`src/rtl/pwm_multi_core_if.sv`:
```
// MMIO slot bus for pwm_multi_core: select, strobes, address and data.
interface pwm_multi_core_if;
  logic        cs;
  logic        read;
  logic        write;
  logic [4:0]  reg_addr;
  logic [31:0] wr_data;
  logic [31:0] rd_data;

  modport master (output cs, read, write, reg_addr, wr_data, input rd_data);
  modport slave  (input cs, read, write, reg_addr, wr_data, output rd_data);
endinterface

```
`src/rtl/pwm_multi_core.sv`:
```
// Multi-channel PWM slot core: shared prescaler/period counter, edge or center
// alignment, double-buffered duty/top. Optional register readback: PWM_READBACK_EN.
module pwm_multi_core #(
  parameter int OUT_PORTS = 8,
  parameter int RES       = 16,
  parameter int DVSR_W    = 32
) (
  input  logic                 clk,
  input  logic                 reset,
  pwm_multi_core_if.slave      bus,
  output logic [OUT_PORTS-1:0] pwm_out,
  output logic                 period_tick
);

  localparam logic [4:0] NCH = 5'(OUT_PORTS);

  logic [DVSR_W-1:0]    dvsr;
  logic [DVSR_W-1:0]    dvsr_ctr;
  logic [RES-1:0]       top_shadow;
  logic [RES-1:0]       top_active;
  logic [RES-1:0]       cnt;
  logic                 dir;
  logic                 enable;
  logic                 mode;
  logic [OUT_PORTS-1:0] pol;
  logic [OUT_PORTS-1:0] ch_en;
  logic [RES:0]         duty_shadow [OUT_PORTS];
  logic [RES:0]         duty_active [OUT_PORTS];

  logic wr_en, wr_ctrl, wr_duty, tick, top_zero, boundary;

  assign wr_en    = bus.cs && bus.write;
  assign wr_ctrl  = wr_en && (bus.reg_addr == 5'h02);
  assign wr_duty  = wr_en && bus.reg_addr[4] && ({1'b0, bus.reg_addr[3:0]} < NCH);
  assign tick     = enable && (dvsr_ctr == dvsr);
  assign top_zero = (top_active == '0);
  assign boundary = tick && (top_zero || (mode ? (dir && cnt == '0) : (cnt == top_active)));

  // Register file (shadow side)
  always_ff @(posedge clk) begin
    if (reset) begin
      dvsr       <= '0;
      top_shadow <= RES'(255);
      enable     <= 1'b0;
      mode       <= 1'b0;
      pol        <= '0;
      ch_en      <= '0;
      for (int unsigned i = 0; i < OUT_PORTS; i++) duty_shadow[i] <= '0;
    end else begin
      if (wr_en && bus.reg_addr == 5'h00) dvsr       <= bus.wr_data[DVSR_W-1:0];
      if (wr_en && bus.reg_addr == 5'h01) top_shadow <= bus.wr_data[RES-1:0];
      if (wr_ctrl) begin
        enable <= bus.wr_data[0];
        mode   <= bus.wr_data[1];
      end
      if (wr_en && bus.reg_addr == 5'h03) pol   <= bus.wr_data[OUT_PORTS-1:0];
      if (wr_en && bus.reg_addr == 5'h04) ch_en <= bus.wr_data[OUT_PORTS-1:0];
      for (int unsigned i = 0; i < OUT_PORTS; i++)
        if (wr_duty && bus.reg_addr[3:0] == 4'(i)) duty_shadow[i] <= bus.wr_data[RES:0];
    end
  end

  // Active copies follow shadows while idle; otherwise reload only at a boundary,
  // so a same-cycle shadow write lands one period later.
  always_ff @(posedge clk) begin
    if (reset) begin
      top_active <= RES'(255);
      for (int unsigned i = 0; i < OUT_PORTS; i++) duty_active[i] <= '0;
    end else if (!enable || boundary) begin
      top_active <= top_shadow;
      for (int unsigned i = 0; i < OUT_PORTS; i++) duty_active[i] <= duty_shadow[i];
    end
  end

  always_ff @(posedge clk) begin
    if (reset || wr_ctrl || !enable) begin
      dvsr_ctr <= '0;
      cnt      <= '0;
      dir      <= 1'b0;
    end else begin
      dvsr_ctr <= tick ? '0 : dvsr_ctr + 1'b1;
      if (tick) begin
        if (top_zero) begin
          cnt <= '0;
          dir <= 1'b0;
        end else if (!mode) begin
          cnt <= (cnt == top_active) ? '0 : cnt + 1'b1;
        end else if (!dir) begin
          if (cnt == top_active) begin
            dir <= 1'b1;
            cnt <= top_active - 1'b1;
          end else begin
            cnt <= cnt + 1'b1;
          end
        end else begin
          if (cnt == '0) begin
            dir <= 1'b0;
            cnt <= RES'(1);
          end else begin
            cnt <= cnt - 1'b1;
          end
        end
      end
    end
  end

  always_ff @(posedge clk) begin
    if (reset) begin
      pwm_out     <= '0;
      period_tick <= 1'b0;
    end else begin
      for (int unsigned i = 0; i < OUT_PORTS; i++)
        pwm_out[i] <= (({1'b0, cnt} < duty_active[i]) & ch_en[i] & enable) ^ pol[i];
      period_tick <= boundary;
    end
  end

`ifdef PWM_READBACK_EN
  always_comb begin
    bus.rd_data = '0;
    if (bus.cs && bus.read) begin
      case (bus.reg_addr)
        5'h00: bus.rd_data[DVSR_W-1:0]    = dvsr;
        5'h01: bus.rd_data[RES-1:0]       = top_shadow;
        5'h02: bus.rd_data[1:0]           = {mode, enable};
        5'h03: bus.rd_data[OUT_PORTS-1:0] = pol;
        5'h04: bus.rd_data[OUT_PORTS-1:0] = ch_en;
        5'h05: begin
          bus.rd_data[31]      = dir;
          bus.rd_data[RES-1:0] = cnt;
        end
        default: begin
          for (int unsigned i = 0; i < OUT_PORTS; i++)
            if (bus.reg_addr == 5'(16 + i)) bus.rd_data[RES:0] = duty_shadow[i];
        end
      endcase
    end
  end
`else
  assign bus.rd_data = '0;
`endif

endmodule

```
`src/flat_wrapper.sv`:
```
// flat-port wrapper written by rule: the top's interface ports become plain ports
module pwm_multi_core_flat 
#(
  parameter int OUT_PORTS = 8,
  parameter int RES       = 16,
  parameter int DVSR_W    = 32
)
  (clk, reset, pwm_out, period_tick, bus_cs, bus_read, bus_write, bus_reg_addr, bus_wr_data, bus_rd_data);
  pwm_multi_core_if bus_i ();
  input  logic clk;
  input  logic reset;
  output logic [OUT_PORTS-1:0] pwm_out;
  output logic period_tick;
  input wire logic [$bits(bus_i.cs)-1:0] bus_cs;
  input wire logic [$bits(bus_i.read)-1:0] bus_read;
  input wire logic [$bits(bus_i.write)-1:0] bus_write;
  input wire logic [$bits(bus_i.reg_addr)-1:0] bus_reg_addr;
  input wire logic [$bits(bus_i.wr_data)-1:0] bus_wr_data;
  output wire logic [$bits(bus_i.rd_data)-1:0] bus_rd_data;
  assign bus_i.cs = bus_cs;
  assign bus_i.read = bus_read;
  assign bus_i.write = bus_write;
  assign bus_i.reg_addr = bus_reg_addr;
  assign bus_i.wr_data = bus_wr_data;
  assign bus_rd_data = bus_i.rd_data;
  pwm_multi_core #(.OUT_PORTS(OUT_PORTS), .RES(RES), .DVSR_W(DVSR_W)) u_core (.clk(clk), .reset(reset), .bus(bus_i), .pwm_out(pwm_out), .period_tick(period_tick));
endmodule
```
`config.mk`:
```
export PLATFORM = sky130hd
export DESIGN_NAME = pwm_multi_core_flat
export DESIGN_NICKNAME = d
export VERILOG_FILES = /design/src/rtl/pwm_multi_core_if.sv /design/src/rtl/pwm_multi_core.sv /design/src/flat_wrapper.sv
export SDC_FILE = /design/constraint.sdc
export NUM_CORES = 1
export LEC_CHECK = 0
export ABC_AREA = 1
export CORE_MARGIN = 8
export CORE_UTILIZATION = 60
export DETAILED_ROUTE_END_ITERATION = 7
export PLACE_DENSITY = 0.79
export SYNTH_ARGS = -nofsm -noshare
export SYNTH_HDL_FRONTEND = slang
export SYNTH_SLANG_ARGS = --single-unit
export TNS_END_PERCENT = 10
```
`constraint.sdc`:
```
create_clock -name clk -period 9 [get_ports clk]
set_clock_uncertainty 0.1 [all_clocks]
set_input_delay 1.8 -clock clk [delete_from_list [all_inputs] [get_ports clk]]
set_output_delay 1.8 -clock clk [all_outputs]
set_load 0.02 [all_outputs]
```
==> metrics, run 1 <==
initial antenna violation count=1; M1 wire length=22,700 µm; top layer in use=met4; type of the most critical hold path=flip-flop to flip-flop; static leakage=10.9 nW; RSZ-0062 raised after global routing=false; proportion of layout cells with a drive suffix above 1=0.0837; leading cell types in the layout, fill and taps excluded=nand2_1 (467), inv_1 (438), nor2_1 (371); Layout area overhead=9.41%; Tcrit/Tclk final=0.545; Synth Register Bits=412; final setup vio count=0; Rel. slew slack=0.195; Clk pin slew, worst setup/hold paths=0.07 ns; HP Start=u_core.top_shadow[0]$_SDFFE_PP1P_; Final min period=4.91 ns; Clk Latency, worst-skew pair=0.55 ns; worst path arrival time=5.08 ns; routability cong.=0.995; worst slew pin tran=1.20 ns; global-route wire length before repair=90,000 µm; R2R Path End=u_core.duty_active[0][67]$_SDFFCE_PN0P_; Yosys cell types=41; Vias=17,200; Hold Crit Endpoint=u_core.top_active[0]$_SDFFE_PP1P_; largest net degree at the start of global routing=61; CP Launch Type=flip-flop; max_cap viols=0; core area=0.0364 mm²; Cell Rows=70; CP endpoint kind=flip-flop; average size of a mapped cell=8.55 µm²; Reg2Reg Depth=12; post-cts resize count=0; Post-CTS Setup Inserts=0; final instance area=0.0242 mm²; worst-path fanout max=56; Critical Path RT=9.17 ns; cells after synthesis=2,590; setup TNS=0 ns; Vias/cell=5.50; Power Density=171 mW/mm²; Total GRT Usage=0.264; Total Wirelength=57,800 µm; CTS tree=yes; I/O Buffers=49; WHS=0.355 ns; met2 routed WL=26,800 µm; hold-critical path depth=2; H-tree level count=2; Root Driver=clkbuf_16; DP HPWL=40,600 µm; Inserted Clock Buffers=42; GRT overflow=0; fin. max-slew vios=0; synth warn=0; failing checks=design-rule violations; clk buf depth=3; layout net count=2,800; Mapped Area=0.0221 mm²; TritonCTS Sinks=412; status=complete, but fails checks; # DRC=1; DR iter-0 viols=1,610; commonest non-fill, non-tap cell in the layout=nand2_1; RR Startpoint=u_core.cnt[14]$_SDFFE_PP0P_; post-DR wirelength/cell=18.5 µm; final hold viol count=0; Ports=83; maximum vdd drop=0.000136 V; Final ANT Viol Nets=0; final core occ=0.665; Die X=208 µm; full die area=0.0433 mm²; vias in the first global route=16,800; Initial Util=0.608; reg-to-reg slack, setup=4.09 ns; CTS hold repair buffers=0; Post-DP Area=0.0228 mm²; routed wl met3=4780 µm; Seq/Total Area, Yosys=0.496; die height=208 µm; Crit Path Class=flip-flop to flip-flop; iteration count of the initial detailed-routing pass=8; Peak Freq=204 MHz
==> stage by stage <==
stage	cells	total power (W)	worst slack, ns
after floorplan	2621	0.00233	1.71
after global placement	3056	0.00239	3.93
after detailed placement	3056	0.00240	3.88
after CTS	3133	0.00415	4.16
after global routing	3133	0.00426	3.87
final	3134	0.00414	4.09
==> critical path, stage by stage (launching register included) <==
cell	delay (ns)
dfxtp_1	1.12
nand2_1	0.11
nand2_1	0.10
nor2_1	0.04
nand2_1	0.08
nor2_2	0.05
nand2_1	0.58
nor2_2	0.10
o21ai_4	0.52
nand2_4	0.31
nand2_8	0.63
buf_4	0.70
nor2_1	0.07
==> Yosys cell counts (all sizes together) <==
library cell / instances / area share
inv: 476 / 0.081
nand3b: 3 / 0.0010
nand3: 155 / 0.035
clkbuf: 36 / 0.0061
or2: 4 / 0.0011
o21a: 2 / 0.00068
o31ai: 1 / 0.00034
a211oi: 2 / 0.00068
nor3b: 8 / 0.0027
dfxtp: 140 / 0.13
xor2: 22 / 0.0087
conb: 1 / 0.00017
nor2: 461 / 0.11
nand2: 470 / 0.080
edfxtp: 272 / 0.37
buf: 68 / 0.025
a21oi: 133 / 0.030
o21ai: 109 / 0.025
a211o: 1 / 0.00040
nand4: 43 / 0.012
o211ai: 10 / 0.0034
a21boi: 1 / 0.00034
xnor2: 3 / 0.0012
ha: 126 / 0.071
clkinv: 4 / 0.00068
nor4: 3 / 0.00085
nor3: 36 / 0.0086
==> logic make-up after synthesis <==
kind of cell / synth area share
AO/OA/AOI/OAI: 0.0612
XOR/XNOR: 0.00989
adder cells (fa/ha/maj): 0.0712
buffers and inverters: 0.113
flip-flops: 0.496
other: 0.000169
AND/OR/NAND/NOR: 0.249
==> routing by layer <==
metal  vias up  track usage
met2       687        0.437
met3       176       0.0475
met4         0        0.150
met1      8054        0.324
met5         -            0
li1       8311            -
==> final cells by class <==
class | instances | area, µm²
multi-input cells | 1625 | 8810
fillers | 2905 | 12200
inverters | 480 | 1800
flip-flops and latches | 412 | 11000
clock buffers | 64 | 1270
clock inverters | 13 | 135
well taps | 468 | 586
diodes | 1 | 2.50
repair buffers | 71 | 651
==> power breakdown <==
part	internal [W]	switching [W]	leakage [nW]	total, W
Sequential	0.00209	0.0000221	4.00	0.00211
Combinational	0.0000757	0.000178	6.18	0.000253
Clock	0.00105	0.000718	0.683	0.00177
Total	0.00322	0.000918	10.9	0.00414
==> worst max-delay path by stage <==
stage	from	end	slack, ns	cells after the start
after floorplan	reset	u_core.duty_active[0][0]$_SDFFCE_PN0P_	1.71	5
final	u_core.cnt[14]$_SDFFE_PP0P_	u_core.duty_active[0][67]$_SDFFCE_PN0P_	4.09	12
after global routing	u_core.cnt[14]$_SDFFE_PP0P_	u_core.duty_active[0][67]$_SDFFCE_PN0P_	3.87	12
after CTS	u_core.cnt[14]$_SDFFE_PP0P_	u_core.duty_active[0][67]$_SDFFCE_PN0P_	4.16	12
after detailed placement	reset	u_core.duty_active[0][67]$_SDFFCE_PN0P_	3.88	8
after global placement	reset	u_core.duty_active[0][67]$_SDFFCE_PN0P_	3.93	8
==> sequential cells by signal, indices dropped and copies added, names as in the netlist <==
signal and count:
u_core.dir 1, u_core.pwm_out 8, u_core.duty_active 136, u_core.top_shadow 16
u_core.ch_en 8, u_core.mode 1, u_core.dvsr_ctr 32, u_core.enable 1
u_core.duty_shadow 136, u_core.period_tick 1, u_core.dvsr 32, u_core.top_active 16
u_core.pol 8, u_core.cnt 16
(Power assumes the default switching activity.)
==> run 2, diff against run 1 <==
Settings changed: CORE_UTILIZATION 60 to 56, PLACE_DENSITY 0.79 to 0.77.
Clock period 9 ns to 4 ns, I/O delays scaled along.
==> metrics, run 2 (synthesis results as in run 1) <==
CP endpoint kind=flip-flop; full die area=0.0461 mm²; TritonCTS Sinks=412; Power Density=385 mW/mm²; post-DR wirelength/cell=18.0 µm; worst slew pin tran=0.929 ns; Vias/cell=5.35; core area=0.0394 mm²; largest net degree at the start of global routing=137; Post-CTS Setup Inserts=0; CP Launch Type=flip-flop; Regs by FF count=u_core.duty_active (136), u_core.duty_shadow (136); Die X=215 µm; I/O Buffers=49; Inserted Clock Buffers=45; Multi-input gate area=0.00881 mm²; Hold Crit Endpoint=u_core.top_active[7]$_SDFFE_PP1P_; Layout area overhead=11.2%; crit-path leading delay family=simple AND/OR/NAND/NOR gates; final setup vio count=0; final hold viol count=0; Vias=17,200; Critical Path RT=4.36 ns; sequential fraction of design power=0.503; Root Driver=clkbuf_16; antenna cell count=0; setup TNS=0 ns; Ports=83; Cell Int Power=0.00731 W; GRT overflow=0; Seq. cell area=0.0110 mm²; Initial Util=0.562; critical-path cell list=a21boi_0 -> nand3_1 -> nor2_1 -> nand2_1 -> nor2_1 -> nand2_1 -> buf_4 -> nand2_1 -> buf_4 -> nor3b_1; RR Startpoint=u_core.enable$_SDFFE_PP0P_; RSZ-0062 raised after global routing=false; DR iter-0 viols=1,746; static leakage=11.0 nW; DP HPWL=40,900 µm; routability cong.=0.934; type of the most critical hold path=flip-flop to flip-flop; # DRC=0; die height=215 µm; clock network power share=0.436; vias in the first global route=16,800; Crit path top cell by count=nand2_1; post-cts resize count=0; Final min period=2.96 ns; Final ANT Viol Nets=0; Layout Cells excl Fill=3,219; worst-path fanout max=16; Total GRT Usage=0.247; hold-critical path depth=2; # fillers=3,187; leading cell types in the layout, fill and taps excluded=nand2_1 (467), inv_1 (438), nor2_1 (371); iteration count of the initial detailed-routing pass=6; reg-to-reg slack, setup=1.04 ns; final core occ=0.625; status=finished clean; pre-CTS WS=0.706 ns; maximum vdd drop=0.000346 V; layout net count=2,828; Clk Latency, worst-skew pair=0.57 ns; H-tree level count=2; Crit. Startpoint=u_core.enable$_SDFFE_PP0P_; Cell Rows=73; max_cap viols=0; Reg2Reg Depth=10; Cells after DPL=3,138; CTS hold repair buffers=0; NetSw=0.00215 W; Rel. slew slack=0.379; Logic pwr share=0.061; initial antenna violation count=0; commonest non-fill, non-tap cell in the layout=nand2_1; slowest stage delay, CP=0.70 ns; HP Start=u_core.top_shadow[7]$_SDFFE_PP1P_; proportion of layout cells with a drive suffix above 1=0.0950; clk buf depth=3; WP buf/inv=2; crit path max-delay cell type=dfxtp_1; Tcrit/Tclk final=0.741; fin. max-slew vios=0; global-route wire length before repair=89,900 µm; Peak Freq=337 MHz; CTS tree=yes; Crit Path Class=flip-flop to flip-flop; worst path arrival time=3.32 ns; Net Sw Frac=0.227; Total Wirelength=58,000 µm; WP depth=10; Final Worst Setup Slack=1.04 ns; R2R Path End=u_core.dvsr_ctr[2]$_SDFF_PP0_; Clk pin slew, worst setup/hold paths=0.06 ns
==> run 2: worst max path at each step <==
stage                                                    to
finish                        u_core.dvsr_ctr[2]$_SDFF_PP0_
global route                  u_core.dvsr_ctr[2]$_SDFF_PP0_
CTS                 u_core.duty_active[0][31]$_SDFFCE_PN0P_
detailed placement            u_core.dvsr_ctr[2]$_SDFF_PP0_
global placement              u_core.dvsr_ctr[2]$_SDFF_PP0_
floorplan            u_core.duty_active[0][0]$_SDFFCE_PN0P_
==> run 2: worst register-to-register path, stage by stage, from the launching register on <==
cell	delay, ns
dfxtp_1	0.70
a21boi_0	0.29
nand3_1	0.11
nor2_1	0.12
nand2_1	0.06
nor2_1	0.32
nand2_1	0.09
buf_4	0.23
nand2_1	0.47
buf_4	0.31
nor3b_1	0.07
==> run 2: power by group through the flow <==
stage	registers [W]	clock network [W]	logic [W]
global placement	0.00484	0	0.000535
finish	0.00476	0.00413	0.000574
detailed placement	0.00485	0	0.000564
global route	0.00477	0.00433	0.000632
CTS	0.00476	0.00418	0.000572
floorplan	0.00483	0	0.000422
==> run 2: area by class of cell <==
cell class	count	share of cell area
inverter	480	0.0733
clock buffer	62	0.0518
timing repair buffer	96	0.0371
sequential	412	0.446
clock inverter	19	0.00758
multi-input combinational	1625	0.358
tap	525	0.0267
==> run 2: layer usage <==
layer | up-vias | GRT usage | wire (µm)
met1 | 8059 | 0.307 | 23500
met5 | - | 0 | 0
li1 | 8343 | - | -
met3 | 159 | 0.0409 | 4170
met4 | 0 | 0.116 | 2710
met2 | 650 | 0.416 | 27600
==> run 2: per-stage QoR <==
step,instance area [µm²],hold slack [ns],total power (W)
after floorplan,22300,0.329,0.00525
after global placement,23100,0.339,0.00537
after detailed placement,23100,0.343,0.00541
after CTS,24600,0.357,0.00951
after global routing,24600,0.380,0.00974
final,24600,0.356,0.00946
